==> config.mk <==
export PLATFORM = sky130hd
export DESIGN_NAME = alu
export DESIGN_NICKNAME = d
export VERILOG_FILES = /design/src/rtl/alu.sv
export SDC_FILE = /design/constraint.sdc
export NUM_CORES = 1
export LEC_CHECK = 0
export CORE_ASPECT_RATIO = 1.75
export CORE_UTILIZATION = 50
export DETAILED_ROUTE_END_ITERATION = 7
export PLACE_DENSITY = 0.75
export SLEW_MARGIN = 15
export SYNTH_ARGS = -nofsm -noshare
export SYNTH_HDL_FRONTEND = slang
export SYNTH_SLANG_ARGS = --single-unit
==> constraint.sdc <==
create_clock -name clk -period 11.8 [get_ports clk]
set_clock_uncertainty 0.15 [all_clocks]
set_input_delay 1.77 -clock clk [delete_from_list [all_inputs] [get_ports clk]]
set_output_delay 1.77 -clock clk [all_outputs]
set_load 0.05 [all_outputs]
==> src/rtl/alu.sv <==
// 16-bit registered ALU for the execute stage: rotates, shifts, add-with-carry
// and bitwise logic with optional operand inversion; result and flags after one clock.
module alu (
    input  logic        clk,
    input  logic        rst_n,
    input  logic [15:0] a,
    input  logic [15:0] b,
    input  logic        cin,
    input  logic [2:0]  op,
    input  logic        invA,
    input  logic        invB,
    input  logic        sign,
    output logic [15:0] out,
    output logic        ofl,
    output logic        zero
);

    typedef enum logic [2:0] {
        OP_ROL = 3'd0,
        OP_SLL = 3'd1,
        OP_ROR = 3'd2,
        OP_SRA = 3'd3,
        OP_ADD = 3'd4,
        OP_OR  = 3'd5,
        OP_XOR = 3'd6,
        OP_AND = 3'd7
    } op_e;

    logic [15:0] w_a;
    logic [15:0] w_b;
    logic [3:0]  w_n;
    logic [4:0]  w_n_inv;
    logic [16:0] w_sum;
    logic [15:0] w_rol;
    logic [15:0] w_ror;
    logic [15:0] w_sra;
    logic [15:0] w_res;
    logic        w_ofl;

    logic [15:0] r_out;
    logic        r_ofl;

    assign w_a     = invA ? ~a : a;
    assign w_b     = invB ? ~b : b;
    assign w_n     = w_b[3:0];
    assign w_n_inv = 5'd16 - {1'b0, w_n};

    // A shift by 16 of a 16-bit value yields 0, so n = 0 passes A' unchanged.
    assign w_rol = (w_a << w_n) | (w_a >> w_n_inv);
    assign w_ror = (w_a >> w_n) | (w_a << w_n_inv);
    assign w_sra = $unsigned($signed(w_a) >>> w_n);
    assign w_sum = {1'b0, w_a} + {1'b0, w_b} + {16'd0, cin};

    always_comb begin
        // NOTE: defaults first so every path assigns every output; no latches.
        w_res = w_a;
        w_ofl = 1'b0;
        case (op_e'(op))
            OP_ROL: w_res = w_rol;
            OP_SLL: w_res = w_a << w_n;
            OP_ROR: w_res = w_ror;
            OP_SRA: w_res = w_sra;
            OP_ADD: begin
                w_res = w_sum[15:0];
                if (sign) w_ofl = (w_a[15] == w_b[15]) && (w_sum[15] != w_a[15]);
                else      w_ofl = w_sum[16];
            end
            OP_OR:  w_res = w_a | w_b;
            OP_XOR: w_res = w_a ^ w_b;
            OP_AND: w_res = w_a & w_b;
            default: w_res = w_a;
        endcase
    end

    // NOTE: sequential state uses non-blocking assignments only.
    always_ff @(posedge clk) begin
        if (!rst_n) begin
            r_out <= 16'h0000;
            r_ofl <= 1'b0;
        end else begin
            r_out <= w_res;
            r_ofl <= w_ofl;
        end
    end

    assign out  = r_out;
    assign ofl  = r_ofl;
    assign zero = (r_out == 16'h0000);

endmodule

==> out/metrics.cfg, run 1 <==
[floorplanning]
num_io_pins=59
rows=53
fp.coreArea_um2=12000
fp.dieH_um=149
die_area_um2=12800
die_x_um=86.0
floorplan.initialDensity=0.514

[layout]
finish.instance_area_um2=6860
nets=951
antenna_cells=0
area.growth.synth_to_final_pct=11.2
share_of_final_layout_standard_cells_stronger_than_drive_strength_1=0.0871
n_fill_cell=1194

[global_routing]
grt_util_all_layers=0.461
first_global_vias=6952
grt_first_pass_wirelength_um=43100
antenna_found_initial=0
globalRouteOverflowTotal=0
grt_max_degree=57

[min_path]
hold-path-endpoint=ofl
class_of_the_tightest_hold_or_removal_check=in2reg
hp-start=sign
min_delay_path_depth=3

[clock_tree]
cts.reportedPaths.clkPinSlew_ns=0.05
tritoncts.num_buffers=3
clk_root_buffer_cell=sky130_fd_sc_hd__clkbuf_16
cts.sinks=17
cts-root-to-sink-buffers=2
tritoncts=done
post_cts.resized_instances=0
cts-htree-levels=1
ctsHoldBuffers=0
cts_post_setup_buffers_inserted=0

[synth]
synthTopCellsByArea=sky130_fd_sc_hd__mux2i_1, sky130_fd_sc_hd__ha_1, sky130_fd_sc_hd__mux4_2
synth-edff-count=0
number_of_nets_produced_by_synthesis=937
syn-instance-count=860
seq_area_frac_synth=0.0551
synth-seq-cells=17
post-synth-top-area-fraction=0.0746
synthMostInstantiatedCell=sky130_fd_sc_hd__nand2_1
ys_async_sr_fraction=0
synthFlopType=sky130_fd_sc_hd__dfxtp_1
syn_avg_cell_area_um2=7.18
synth_largest_area_cell=sky130_fd_sc_hd__mux2i_1
ys_top_cells_by_count=sky130_fd_sc_hd__nand2_1, sky130_fd_sc_hd__nor2_1, sky130_fd_sc_hd__o21ai_0
netlist_area_um2=6170
yosys_warnings=0
yosys_cell_types=79

[timing]
fin_hold_ws_ns=2.08
rsz0062_at_grt=false
setup_viol=0
finalCritPeriodShare=0.580
achievable-frequency_mhz=146
timing.max_slew.rel_slack=0.0876
slew_viol_final=0
final_critical_path_setup_slack_ns=4.96
final-hold-violation-count=0
worst_max_slew_pin_slew_ns=1.35
final.setup.tns_ns=0
post-route-min-period_ns=6.84

[critical_path]
worstSetupStartpoint=b[0]
critPathMaxStageDelay_ns=1.08
cp-end-kind=flip-flop
data_arrival_critical_path_ns=6.89
timing.critical_path.fanout_max=21
crit_required_ns=11.84
timing.critical_path.cells=clkdlybuf4s50_1 > xor2_4 > mux2i_1 > xnor2_1 > mux2i_1 > mux2_2 > o311ai_1 > o211a_1
slowest_stage=sky130_fd_sc_hd__o311ai_1
critPathKind=in2reg
crit_path_frequent_cell=sky130_fd_sc_hd__mux2i_1
crit_path_start_kind=input port

[power_and_ir_drop]
leakage_uw=0.00271
ir_worst_vdd_mv=0.0673
pwr_density_cell_nw_per_um2=110

[placement]
buffer_ports.inserted=58
dp_hpwl_um=22500
gp_congestion=1.08
pre_cts_slack_ns=4.90
placed_cell_area_um2=6780

[route]
wl_per_cell_um=28.4
route.detailed.drc=0
dr_total_vias=7231
postRouteAntennaNets=0
drtIter0Drc=734
vias_per_cell=6.97
drtPass1Iterations=6
routed_wirelength_um=29500

[status]
status=finished clean

[job]
maxCapViolations=0

sequential cells by signal, indices dropped and copies added, names as in the netlist:
register	flops
ofl	1
out	16
cell families (layout without fill, tap and decap cells):
| kind of cell | count (synthesis) | in the layout | synth area share |
|---|---|---|---|
| AOI/OAI and AO/OA | 294 | 294 | 0.312 |
| xor gates and xnor gates | 84 | 84 | 0.134 |
| adders and majority gates | 36 | 36 | 0.0754 |
| buffers and inverters | 111 | 124 | 0.0787 |
| DFF | 17 | 17 | 0.0551 |
| muxes | 81 | 81 | 0.175 |
| and+or+nand+nor | 237 | 237 | 0.170 |
worst max path at each step:
stage               endpoint  slack [ns]  depth (start not counted)
floorplan             out[8]        5.80                         15
global placement     out[10]        5.02                         13
detailed placement   out[10]        4.90                         13
CTS                  out[10]        5.17                         13
global route         out[10]        4.78                         13
finish                out[0]        4.96                          8
layout by cell type (no fill, tap or decap), types with 18 or more instances in the layout:
master,instances
sky130_fd_sc_hd__nand2_1,94
sky130_fd_sc_hd__nor2_1,71
sky130_fd_sc_hd__o21ai_0,69
sky130_fd_sc_hd__a21oi_1,60
sky130_fd_sc_hd__clkdlybuf4s50_1,56
sky130_fd_sc_hd__mux2i_1,46
sky130_fd_sc_hd__xor2_1,41
sky130_fd_sc_hd__inv_1,41
sky130_fd_sc_hd__ha_1,34
sky130_fd_sc_hd__xnor2_1,32
sky130_fd_sc_hd__a31oi_1,19
sky130_fd_sc_hd__buf_4,18
stage by stage:
| stage | util | std cells | total power [uW] |
|---|---|---|---|
| finish | 0.572 | 1038 | 757 |
| global route | 0.572 | 1038 | 786 |
| CTS | 0.572 | 1038 | 727 |
| floorplan | - | 860 | 471 |
| detailed placement | 0.565 | 1034 | 656 |
| global placement | 0.565 | 1034 | 658 |
routing by layer:
metal  vias to the layer above  global-route usage  share of wire
li1                       3199                   -              -
met1                      3419               0.508           0.34
met2                       451               0.743           0.46
met3                       162              0.0902          0.091
met4                         0               0.405           0.11
met5                         -                   0              0
power by group:
part           internal, uW  leakage (uW)  switching (uW)  total (uW)
combinational           212       0.00253             402         615
sequential             65.6      0.000141            6.20        71.8
clock                  45.5     0.0000409            25.1        70.5
area by class of cell:
type	instances	area (um2)	area share
tap	165	206	0.0301
sequential	17	340	0.0496
clock buffer	3	75.1	0.0109
timing repair buffer	76	706	0.103
multi-input combinational	732	5360	0.781
clock inverter	1	5.00	0.000729
inverter	44	168	0.0244
worst max-delay path, delay by kind of cell:
family                    cells  cell delay [ns]
AOI/OAI and AO/OA             2             1.36
buffers and inverters         1             0.91
xor gates and xnor gates      2             1.64
muxes                         3             1.19
(Power assumes the default switching activity.)
==> run 2: changes to the inputs <==
--- a/config.mk
+++ b/config.mk
@@ -8,7 +8,7 @@
 export CORE_ASPECT_RATIO = 1.75
 export CORE_UTILIZATION = 50
 export DETAILED_ROUTE_END_ITERATION = 7
-export PLACE_DENSITY = 0.75
+export PLACE_DENSITY = 0.78
 export SLEW_MARGIN = 15
 export SYNTH_ARGS = -nofsm -noshare
 export SYNTH_HDL_FRONTEND = slang
==> constraint.sdc (replaced) <==
create_clock -name clk -period 6.1 [get_ports clk]
set_clock_uncertainty 0.15 [all_clocks]
set_input_delay 0.915 -clock clk [delete_from_list [all_inputs] [get_ports clk]]
set_output_delay 0.915 -clock clk [all_outputs]
set_load 0.05 [all_outputs]
==> out/metrics.cfg, run 2 (synthesis results as in run 1) <==
[clock_tree]
cts.reportedPaths.clkPinSlew_ns=0.05
ctsHoldBuffers=0
clk_root_buffer_cell=sky130_fd_sc_hd__clkbuf_16
post_cts.resized_instances=0
tritoncts=done
cts-htree-levels=1
tritoncts.num_buffers=3
cts_post_setup_buffers_inserted=0
cts.sinks=17
cts-root-to-sink-buffers=2

[route]
postRouteAntennaNets=0
dr_total_vias=7400
drtPass1Iterations=6
vias_per_cell=7.01
drtIter0Drc=960
wl_per_cell_um=28.4
route.detailed.drc=0
routed_wirelength_um=30000

[placement]
dp_hpwl_um=23300
post-place-cells=1051
pre_cts_slack_ns=0.945
gp_congestion=1.12
buffer_ports.inserted=58

[layout]
antenna_cells=0
nets=968
area.growth.synth_to_final_pct=13.2
layout_cells_excl_fill=1055
share_of_final_layout_standard_cells_stronger_than_drive_strength_1=0.104
largest_register_ff_count=16
layout.cells.most_common_list=sky130_fd_sc_hd__nand2_1, sky130_fd_sc_hd__nor2_1, sky130_fd_sc_hd__o21ai_0
final_common_cell=sky130_fd_sc_hd__nand2_1

[timing]
rsz0062_at_grt=false
post-route-min-period_ns=5.18
slew_viol_final=0
finalCritPeriodShare=0.849
timing.max_slew.rel_slack=0.227
final-hold-violation-count=0
achievable-frequency_mhz=193
setup_viol=0
worst_max_slew_pin_slew_ns=1.14
final.setup.tns_ns=0
final_critical_path_setup_slack_ns=0.920

[power_and_ir_drop]
leakage_uw=0.00280
ir_worst_vdd_mv=0.158
pwr_density_cell_nw_per_um2=211

[critical_path]
critPathKind=in2reg
timing.critical_path.fanout_max=18
crit_path_start_kind=input port
data_arrival_critical_path_ns=5.22
cp-end-kind=flip-flop
crit_path_end=out[0]
worstSetupStartpoint=b[0]
crit_required_ns=6.14

[floorplanning]
num_io_pins=59
rows=53
die_area_um2=12800
die_x_um=86.0
fp.dieH_um=149
floorplan.initialDensity=0.514
fp.coreArea_um2=12000

[min_path]
class_of_the_tightest_hold_or_removal_check=in2reg

[global_routing]
grt_util_all_layers=0.486
grt_max_degree=41
globalRouteOverflowTotal=0
first_global_vias=7389
grt_first_pass_wirelength_um=45700
antenna_found_initial=2

[status]
status=finished clean

[job]
maxCapViolations=0

==> run 2: report_power, final <==
part / total, uW / internal (uW) / switching (uW)
Combinational: 1200 / 425 / 771
Clock: 138 / 88.0 / 49.7
Sequential: 139 / 127 / 11.7
Total: 1470 / 640 / 832
==> run 2: area by class of cell <==
class                           count  area, um2
Multi-Input combinational cell    732       5360
Timing Repair Buffer               93        833
Fill cell                        1193       5010
Inverter                           44        168
Clock buffer                        3       75.1
Sequential cell                    17        340
Clock inverter                      1       5.00
Tap cell                          165        206
==> run 2: worst min-delay path by stage <==
stage,slack [ns],to,startpoint,cells past startpoint
2_1_floorplan,1.01,ofl,sign,2
3_3_place_gp,1.48,ofl,sign,3
3_5_place_dp,1.49,ofl,sign,3
4_1_cts,1.23,ofl,sign,3
5_1_grt,1.25,ofl,sign,3
6_report,1.22,ofl,sign,3
==> run 2: per-stage QoR <==
step                hold slack [ns]  utilization  cell area (um2)  total power (uW)
floorplan                      1.01            -             6170               910
global placement               1.48        0.576             6910              1280
detailed placement             1.49        0.576             6910              1280
CTS                            1.23        0.582             6990              1420
global route                   1.25        0.582             6990              1540
finish                         1.22        0.582             6990              1470
==> run 2: critical path, stage by stage <==
cell                              delay (ns)
sky130_fd_sc_hd__clkdlybuf4s50_1        0.91
sky130_fd_sc_hd__xor2_4                 0.43
sky130_fd_sc_hd__buf_4                  0.27
sky130_fd_sc_hd__mux2i_1                0.42
sky130_fd_sc_hd__xnor2_1                0.38
sky130_fd_sc_hd__mux2i_1                0.33
sky130_fd_sc_hd__mux2_2                 0.36
sky130_fd_sc_hd__o311ai_1               0.93
sky130_fd_sc_hd__o211a_1                0.27
==> run 2: metal layers <==
metal / part of all wire / track usage / up-vias / routed length, um
met4: 0.12 / 0.446 / 2 / 3460
met1: 0.32 / 0.494 / 3448 / 9700
met2: 0.47 / 0.783 / 493 / 14000
met5: 0.00040 / 0 / - / 12
li1: - / - / 3244 / -
met3: 0.094 / 0.148 / 213 / 2830
==> run 3: changes to the inputs <==
==> constraint.sdc (replaced) <==
create_clock -name clk -period 4.7 [get_ports clk]
set_clock_uncertainty 0.15 [all_clocks]
set_input_delay 0.705 -clock clk [delete_from_list [all_inputs] [get_ports clk]]
set_output_delay 0.705 -clock clk [all_outputs]
set_load 0.05 [all_outputs]
==> out/metrics.cfg, run 3 (synthesis results as in run 1) <==
[timing]
slew_viol_final=0
final_critical_path_setup_slack_ns=0.417
final.setup.tns_ns=0
achievable-frequency_mhz=233
post-route-min-period_ns=4.28
timing.max_slew.rel_slack=0.216
finalCritPeriodShare=0.911
worst_max_slew_pin_slew_ns=1.17
setup_viol=0
final-hold-violation-count=0
fin_hold_ws_ns=1.01
rsz0062_at_grt=false

[layout]
antenna_cells=0
nets=982
share_of_final_layout_standard_cells_stronger_than_drive_strength_1=0.118
n_fill_cell=1173
area.sequential_um2=340
finish.instance_area_um2=7120
final_common_cell=sky130_fd_sc_hd__nand2_1
largest_register_ff_count=16
layout.cells.most_common_list=sky130_fd_sc_hd__nand2_1, sky130_fd_sc_hd__nor2_1, sky130_fd_sc_hd__o21ai_0
multiInputGateArea_um2=5360
area.growth.synth_to_final_pct=15.3

[clock_tree]
cts.reportedPaths.clkPinSlew_ns=0.05
cts-root-to-sink-buffers=2
tritoncts=done
cts.sinks=17
cts-htree-levels=1
ctsHoldBuffers=0
cts_post_setup_buffers_inserted=0
clk_root_buffer_cell=sky130_fd_sc_hd__clkbuf_16
tritoncts.num_buffers=3
post_cts.resized_instances=0

[route]
dr_total_vias=7398
wl_per_cell_um=27.5
route.detailed.drc=0
drtPass1Iterations=6
drtIter0Drc=1002
vias_per_cell=6.92
postRouteAntennaNets=0
routed_wirelength_um=29400

[global_routing]
grt_first_pass_wirelength_um=43900
grt_util_met3=0.125
antenna_found_initial=0
first_global_vias=7185
grt_max_degree=56
met2_usage=0.763
globalRouteMet1Util=0.491
global_route.peak_usage_layer=met2
grt_util_all_layers=0.466
globalRouteOverflowTotal=0

[floorplanning]
fp.dieH_um=149
rows=53
floorplan.initialDensity=0.514
fp.coreArea_um2=12000
die_area_um2=12800
num_io_pins=59
die_x_um=86.0

[placement]
gp_congestion=1.12
dp_hpwl_um=22600
pre_cts_slack_ns=0.330
buffer_ports.inserted=58
placed_cell_area_um2=7040

[critical_path]
data_arrival_critical_path_ns=4.28
timing.critical_path.fanout_max=20
cp-end-kind=flip-flop
critPathKind=in2reg
critPathMaxStageDelay_ns=0.61
timing.critical_path.cells=clkdlybuf4s50_1 > xor2_4 > buf_12 > mux2i_1 > xnor2_2 > a21oi_1 > a31oi_1 > o211ai_1 > o221ai_1 > o211a_1
crit_required_ns=4.69
crit_path_start_kind=input port
slowest_stage=sky130_fd_sc_hd__clkdlybuf4s50_1

[min_path]
hp-start=sign
class_of_the_tightest_hold_or_removal_check=in2reg
hold-path-endpoint=ofl
min_delay_path_depth=3

[job]
maxCapViolations=0

[power_and_ir_drop]
leakage_uw=0.00287
ir_worst_vdd_mv=0.140
pwr_density_cell_nw_per_um2=270

[status]
status=finished clean

==> run 3: power breakdown <==
group / switching, uW / internal (uW)
Combinational: 988 / 566
Sequential: 17.5 / 165
Clock: 68.9 / 114
Total: 1070 / 845
==> run 3: worst max path at each step <==
stage	cells after the start	startpoint	slack, ns	to
2_1_floorplan	15	invA	0.01	out[8]
3_3_place_gp	12	b[0]	0.32	out[8]
3_5_place_dp	12	b[0]	0.33	out[8]
4_1_cts	12	b[0]	0.58	out[8]
5_1_grt	12	b[0]	0.33	out[8]
6_report	10	b[0]	0.42	out[3]
==> run 3: metrics by stage <==
step | power, uW | util | instances
4_1_cts | 1840 | 0.593 | 1069
5_1_grt | 1990 | 0.593 | 1069
2_1_floorplan | 1180 | - | 860
3_5_place_dp | 1660 | 0.586 | 1065
6_report | 1920 | 0.593 | 1069
3_3_place_gp | 1660 | 0.586 | 1065
==> run 3: cell type report <==
class                      count  area share
multi-input combinational    732       0.753
timing repair buffer         107       0.135
sequential                    17      0.0478
tap                          165      0.0290
inverter                      44      0.0236
clock buffer                   3      0.0105
clock inverter                 1    0.000703
==> run 3: layer usage <==
layer	share of wire	wire length (um)
met4	0.11	3360
met1	0.34	9880
met3	0.094	2780
met5	0	0
met2	0.46	13400
==> run 3: worst max-delay path, delay by kind of cell <==
| family | cells | cell delay [ns] |
|---|---|---|
| mux | 1 | 0.61 |
| xor+xnor | 2 | 0.44 |
| buf+inv | 2 | 0.84 |
| compound gates | 5 | 1.68 |
